==> config.mk <==
export PLATFORM = sky130hd
export DESIGN_NAME = game_round_ctl_flat
export DESIGN_NICKNAME = d
export VERILOG_FILES = /design/src/rtl/game_round_ctl_if.sv /design/src/rtl/game_round_ctl.sv /design/src/flat_wrapper.sv
export SDC_FILE = /design/constraint.sdc
export NUM_CORES = 1
export LEC_CHECK = 0
export BUFFER_PORTS_ARGS = -buffer_cell sky130_fd_sc_hd__clkbuf_2
export CORE_MARGIN = 2
export CORE_UTILIZATION = 55
export DETAILED_ROUTE_END_ITERATION = 6
export PLACE_DENSITY_LB_ADDON = 0.12
export REMOVE_ABC_BUFFERS = 1
export SLEW_MARGIN = 20
export SYNTH_ARGS = -nofsm -noshare
export SYNTH_HDL_FRONTEND = slang
export SYNTH_SLANG_ARGS = --single-unit
==> constraint.sdc <==
create_clock -name clk -period 2.9 [get_ports clk]
set_input_delay 0.29 -clock clk [delete_from_list [all_inputs] [get_ports clk]]
set_output_delay 0.29 -clock clk [all_outputs]
set_load 0.01 [all_outputs]
==> src/rtl/game_round_ctl_if.sv <==
// Signal bundle between the round sequencer and the game datapath (buttons, timer, checker, score display).
interface game_round_ctl_if;
    logic       access_ok;
    logic       timeout;
    logic       bot_bpress;
    logic       player_bpress;
    logic [1:0] sum_status;
    logic       bot_load;
    logic       player_load;
    logic       timer_reconf;
    logic       timer_enable;
    logic [3:0] score;
    logic [2:0] round;
    logic       game_over;
    logic [2:0] state;

    // Datapath side: drives the requests and observes the sequencer.
    modport master (
        output access_ok, timeout, bot_bpress, player_bpress, sum_status,
        input  bot_load, player_load, timer_reconf, timer_enable,
        input  score, round, game_over, state
    );

    // Sequencer side.
    modport slave (
        input  access_ok, timeout, bot_bpress, player_bpress, sum_status,
        output bot_load, player_load, timer_reconf, timer_enable,
        output score, round, game_over, state
    );
endinterface

==> src/rtl/game_round_ctl.sv <==
// Round sequencer for the number-sum game: arms the timer, collects bot/player numbers,
// scores each round from the sum checker and ends the game on round count or timer expiry.
module game_round_ctl #(
    parameter int unsigned ROUNDS = 4
) (
    input logic             clk,
    input logic             rst_n,
    game_round_ctl_if.slave bus
);
    localparam int unsigned SCORE_W   = 4;
    localparam int unsigned ROUND_W   = 3;
    localparam int unsigned SCORE_MAX = (1 << SCORE_W) - 1;

    typedef enum logic [2:0] {
        IDLE   = 3'd0,
        ARM    = 3'd1,
        BOT    = 3'd2,
        BLOAD  = 3'd3,
        PLAYER = 3'd4,
        PLOAD  = 3'd5,
        EVAL   = 3'd6,
        DONE   = 3'd7
    } state_e;

    state_e               state_q, state_d;
    logic [SCORE_W-1:0]   score_q, score_d;
    logic [ROUND_W-1:0]   round_q, round_d;
    logic                 bot_load_q, player_load_q, timer_reconf_q, timer_enable_q, game_over_q;
    logic                 bot_load_d, player_load_d, timer_reconf_d, timer_enable_d, game_over_d;

    // Next state, score and round; abort on lost access outranks timeout, which outranks presses.
    always_comb begin
        state_d = state_q;
        score_d = score_q;
        round_d = round_q;
        if (state_q != IDLE && !bus.access_ok) begin
            state_d = IDLE;
        end else begin
            unique case (state_q)
                IDLE: begin
                    if (bus.access_ok) begin
                        state_d = ARM;
                        score_d = '0;
                        round_d = '0;
                    end
                end
                ARM:   state_d = BOT;
                BOT: begin
                    if (bus.timeout)         state_d = DONE;
                    else if (bus.bot_bpress) state_d = BLOAD;
                end
                BLOAD: state_d = PLAYER;
                PLAYER: begin
                    if (bus.timeout)            state_d = DONE;
                    else if (bus.player_bpress) state_d = PLOAD;
                end
                PLOAD: state_d = EVAL;
                EVAL: begin
                    unique case (bus.sum_status)
                        2'b10: if (score_q != SCORE_W'(SCORE_MAX)) score_d = score_q + SCORE_W'(1);
                        2'b00: score_d = score_q;
                        default: if (score_q != '0) score_d = score_q - SCORE_W'(1);
                    endcase
                    round_d = round_q + ROUND_W'(1);
                    state_d = (round_d == ROUND_W'(ROUNDS)) ? DONE : ARM;
                end
                DONE:  state_d = DONE;
                default: state_d = IDLE;
            endcase
        end
    end

    // Moore outputs decoded from the next state so they register alongside it.
    always_comb begin
        bot_load_d     = 1'b0;
        player_load_d  = 1'b0;
        timer_reconf_d = 1'b0;
        timer_enable_d = 1'b0;
        game_over_d    = 1'b0;
        unique case (state_d)
            ARM:    timer_reconf_d = 1'b1;
            BOT:    timer_enable_d = 1'b1;
            BLOAD: begin
                bot_load_d     = 1'b1;
                timer_enable_d = 1'b1;
            end
            PLAYER: timer_enable_d = 1'b1;
            PLOAD: begin
                player_load_d  = 1'b1;
                timer_enable_d = 1'b1;
            end
            DONE:   game_over_d = 1'b1;
            default: ;
        endcase
    end

    always_ff @(posedge clk or negedge rst_n) begin
        if (!rst_n) begin
            state_q        <= IDLE;
            score_q        <= '0;
            round_q        <= '0;
            bot_load_q     <= 1'b0;
            player_load_q  <= 1'b0;
            timer_reconf_q <= 1'b0;
            timer_enable_q <= 1'b0;
            game_over_q    <= 1'b0;
        end else begin
            state_q        <= state_d;
            score_q        <= score_d;
            round_q        <= round_d;
            bot_load_q     <= bot_load_d;
            player_load_q  <= player_load_d;
            timer_reconf_q <= timer_reconf_d;
            timer_enable_q <= timer_enable_d;
            game_over_q    <= game_over_d;
        end
    end

    assign bus.state        = 3'(state_q);
    assign bus.score        = score_q;
    assign bus.round        = round_q;
    assign bus.bot_load     = bot_load_q;
    assign bus.player_load  = player_load_q;
    assign bus.timer_reconf = timer_reconf_q;
    assign bus.timer_enable = timer_enable_q;
    assign bus.game_over    = game_over_q;
endmodule

==> src/flat_wrapper.sv <==
// flat-port wrapper written by rule: the top's interface ports become plain ports
module game_round_ctl_flat 
#(
    parameter int unsigned ROUNDS = 4
)
  (clk, rst_n, bus_access_ok, bus_timeout, bus_bot_bpress, bus_player_bpress, bus_sum_status, bus_bot_load, bus_player_load, bus_timer_reconf, bus_timer_enable, bus_score, bus_round, bus_game_over, bus_state);
  game_round_ctl_if bus_i ();
  input logic clk;
  input logic rst_n;
  input wire logic [$bits(bus_i.access_ok)-1:0] bus_access_ok;
  input wire logic [$bits(bus_i.timeout)-1:0] bus_timeout;
  input wire logic [$bits(bus_i.bot_bpress)-1:0] bus_bot_bpress;
  input wire logic [$bits(bus_i.player_bpress)-1:0] bus_player_bpress;
  input wire logic [$bits(bus_i.sum_status)-1:0] bus_sum_status;
  output wire logic [$bits(bus_i.bot_load)-1:0] bus_bot_load;
  output wire logic [$bits(bus_i.player_load)-1:0] bus_player_load;
  output wire logic [$bits(bus_i.timer_reconf)-1:0] bus_timer_reconf;
  output wire logic [$bits(bus_i.timer_enable)-1:0] bus_timer_enable;
  output wire logic [$bits(bus_i.score)-1:0] bus_score;
  output wire logic [$bits(bus_i.round)-1:0] bus_round;
  output wire logic [$bits(bus_i.game_over)-1:0] bus_game_over;
  output wire logic [$bits(bus_i.state)-1:0] bus_state;
  assign bus_i.access_ok = bus_access_ok;
  assign bus_i.timeout = bus_timeout;
  assign bus_i.bot_bpress = bus_bot_bpress;
  assign bus_i.player_bpress = bus_player_bpress;
  assign bus_i.sum_status = bus_sum_status;
  assign bus_bot_load = bus_i.bot_load;
  assign bus_player_load = bus_i.player_load;
  assign bus_timer_reconf = bus_i.timer_reconf;
  assign bus_timer_enable = bus_i.timer_enable;
  assign bus_score = bus_i.score;
  assign bus_round = bus_i.round;
  assign bus_game_over = bus_i.game_over;
  assign bus_state = bus_i.state;
  game_round_ctl #(.ROUNDS(ROUNDS)) u_core (.clk(clk), .rst_n(rst_n), .bus(bus_i));
endmodule
==> load_flow_metrics.sql <==
INSERT INTO impl_metrics (metric_group, metric, value, unit) VALUES
('logic_synthesis', 'post-synth-top-area-fraction', '40.9', '%'),
('clocking', 'cts_buffer_depth', '2', ''),
('logic_synthesis', 'yosysSeqAreaShare', '40.9', '%'),
('global_route', 'globalRoute.totalOverflow', '0', ''),
('final_layout', 'num-nets-final', '124', ''),
('hold_path', 'timing.hold.worst.class', 'input pin to flop', ''),
('sta', 'slew_violations', '0', ''),
('route', 'detail_route.drc_violations', '0', ''),
('logic_synthesis', 'number_of_synthesized_flops_with_an_enable_pin', '0', ''),
('sta', 'timing_worst_slew_pin_value', '0.493', 'ns'),
('route', 'finalWirelength', '1.83', 'mm'),
('final_layout', 'final_design_area_no_fill', '0.00105', 'sq mm'),
('logic_synthesis', 'post-synth-top-count-cell', 'sky130_fd_sc_hd__dfrtp_1', ''),
('floorplanning', 'boundaryPins', '23', ''),
('power', 'powerDensity', '452', 'mW/mm^2'),
('critical_path', 'timing.reg2reg.worst_path_depth', '6', ''),
('global_route', 'track_usage', '20.4', '%'),
('critical_path', 'critical_path.max_fanout', '4', ''),
('global_route', 'antenna_found_initial', '0', ''),
('clocking', 'clock_insertion_delay_worst_skew', '0.28', 'ns'),
('floorplanning', 'initial_utilization', '59.5', '%'),
('floorplanning', 'fp.coreArea', '0.00154', 'sq mm'),
('final_layout', 'fin_util', '68.3', '%'),
('sta', 'clock_skew', '0.00250', 'ns'),
('power', 'power_leakage', '0.533', 'nW'),
('route', 'vias', '759', ''),
('place', 'hpwl', '1.38', 'mm'),
('flow_run', 'maxCapViolations', '0', ''),
('critical_path', 'timing.reg2reg.setup_slack', '1.18', 'ns'),
('power', 'totalPowerFinal', '0.476', 'mW'),
('route', 'ant_nets', '0', ''),
('critical_path', 'critPathMostFrequentCell', 'sky130_fd_sc_hd__ha_1', ''),
('critical_path', 'critical_path.cell_chain', 'ha_1, ha_1, nand2b_1, o22a_1, o221a_4, and4bb_1', ''),
('floorplanning', 'rows', '14', ''),
('sta', 'max_clock_freq', '0.582', 'GHz'),
('final_layout', 'area_growth', '14.9', '%'),
('clocking', 'htree_levels', '1', ''),
('critical_path', 'worst_ep_arrival_time', '1.94', 'ns'),
('logic_synthesis', 'netlist_area', '917', 'sq um'),
('route', 'firstDrtPassIters', '4', ''),
('logic_synthesis', 'synth_top_area_cell', 'sky130_fd_sc_hd__dfrtp_1', ''),
('critical_path', 'timing.critical_path.slowest_stage_cell', 'sky130_fd_sc_hd__dfrtp_1', ''),
('sta', 'final.min_clock_period', '1.72', 'ns'),
('clocking', 'clk_pin_slew_worst_paths', '0.09', 'ns'),
('logic_synthesis', 'avgSynthCellArea', '10.5', 'sq um'),
('logic_synthesis', 'post_synth_main_area_contributors', 'sky130_fd_sc_hd__dfrtp_1 (41%), sky130_fd_sc_hd__ha_1 (5.5%), sky130_fd_sc_hd__a21oi_1 (3.3%)', ''),
('logic_synthesis', 'ys_async_sr_fraction', '100', '%'),
('critical_path', 'critical_path.reg2reg.startpoint', 'u_core.bus.round[0]', ''),
('status', 'run_status', 'complete, no violations', ''),
('final_layout', 'drive_gt1_share', '30.0', '%'),
('route', 'drt_first_iter_violations', '19', ''),
('critical_path', 'required', '3.12', 'ns'),
('clocking', 'tritoncts_buffer_count', '3', ''),
('final_layout', 'antenna_cells_inserted', '0', ''),
('clocking', 'clock-root-buffer', 'sky130_fd_sc_hd__clkbuf_4', ''),
('sta', 'final_min_period_over_clock_period', '59.2', '%'),
('floorplanning', 'dieArea', '0.00201', 'sq mm'),
('clocking', 'cts_tree', 'yes', ''),
('critical_path', 'worst-path-buf-inv', '0', ''),
('place', 'io_buffer_count', '22', ''),
('hold_path', 'worstHoldStart', 'bus_access_ok', ''),
('critical_path', 'worst_setup_path_end_kind', 'flop', ''),
('sta', 'rsz0062_at_grt', 'no', ''),
('floorplanning', 'die-width', '44.8', 'microns'),
('global_route', 'grt_pass1_wl', '3.00', 'mm'),
('sta', 'totalNegativeSetupSlack', '0', 'ns'),
('sta', 'slew_headroom', '67.1', '%'),
('critical_path', 'worstSetupStartpointType', 'flop', ''),
('logic_synthesis', 'count_of_yosys_warnings_during_synthesis', '0', ''),
('logic_synthesis', 'ys_ff_latch', '15', ''),
('power', 'worst_ir_drop_on_vdd', '0.264', 'mV');
kinds of logic after synthesis:
| logic type | Yosys count | synth area share, % |
|---|---|---|
| muxes | 2 | 2.18 |
| and+or+nand+nor | 36 | 23.9 |
| adders and majority gates | 5 | 7.64 |
| DFF | 15 | 40.9 |
| xor gates and xnor gates | 2 | 2.73 |
| AOI/OAI and AO/OA | 21 | 18.4 |
| buffers and inverters | 6 | 4.23 |
sequential cells by signal (all words and copies together) (netlist names):
| signal | flops |
|---|---|
| u_core.bus.bot_load | 1 |
| u_core.bus.game_over | 1 |
| u_core.bus.state | 3 |
| u_core.bus.timer_enable | 1 |
| u_core.bus.round | 3 |
| u_core.bus.player_load | 1 |
| u_core.bus.timer_reconf | 1 |
| u_core.bus.score | 4 |
placed cells by master (no fill, tap or decap), types with 2 or more instances in the layout:
cell and count:
sky130_fd_sc_hd__nand2_1 8, sky130_fd_sc_hd__and4bb_1 2, sky130_fd_sc_hd__nor2_1 4, sky130_fd_sc_hd__and3_1 2, sky130_fd_sc_hd__mux2i_1 2, sky130_fd_sc_hd__and2_1 2, sky130_fd_sc_hd__nand3_1 5, sky130_fd_sc_hd__a21oi_1 6
sky130_fd_sc_hd__nand4_1 3, sky130_fd_sc_hd__clkbuf_4 3, sky130_fd_sc_hd__o21ai_0 2, sky130_fd_sc_hd__dfrtp_1 15, sky130_fd_sc_hd__ha_1 4, sky130_fd_sc_hd__clkbuf_2 22, sky130_fd_sc_hd__nand2b_1 2, sky130_fd_sc_hd__a21o_1 2
area by class of cell:
| cell class | count | area, sq um |
|---|---|---|
| fill | 134 | 488 |
| clock buffer | 3 | 22.5 |
| tap | 16 | 20.0 |
| inverter | 2 | 7.51 |
| timing repair buffer | 23 | 120 |
| clock inverter | 1 | 5.00 |
| sequential | 15 | 375 |
| multi-input combinational | 66 | 503 |
per-stage QoR:
stage               worst slack [ns]  std cells  hold slack, ns
floorplan                       1.24         83        -0.00559
global placement                1.20        121           0.211
finish                          1.18        126           0.333
global route                    1.12        126           0.332
detailed placement              1.09        121           0.213
CTS                             1.19        126           0.334
timing repair:
item / CTS / global route
buffers inserted: 0 / 0
endpoints found under the hold margin: 15 / 0
hold buffers: 1 / 0
gates resized for setup: 0 / 0
where the power goes:
group | internal [mW] | switching (mW)
sequential | 0.223 | 0.0260
clock | 0.0512 | 0.0683
combinational | 0.0525 | 0.0558
total | 0.326 | 0.150
worst max-delay path by stage:
stage	from	to	depth (start not counted)
final	u_core.bus.round[0]	u_core.bus.timer_reconf	6
after global routing	u_core.bus.round[0]	u_core.bus.timer_reconf	6
after CTS	u_core.bus.round[0]	u_core.bus.timer_reconf	6
after detailed placement	bus_sum_status[0]	u_core.bus.score[3]	7
after global placement	bus_sum_status[0]	u_core.bus.score[3]	7
after floorplan	u_core.bus.round[0]	u_core.bus.timer_reconf	6
per-layer routing:
metal,up-vias,track usage [%],part of all wire [%]
met5,-,0,0
met4,0,8.24,0.93
met3,2,6.80,5.0
met2,20,34.5,50
met1,361,23.9,44
li1,376,-,-
(Power assumes the default switching activity.)
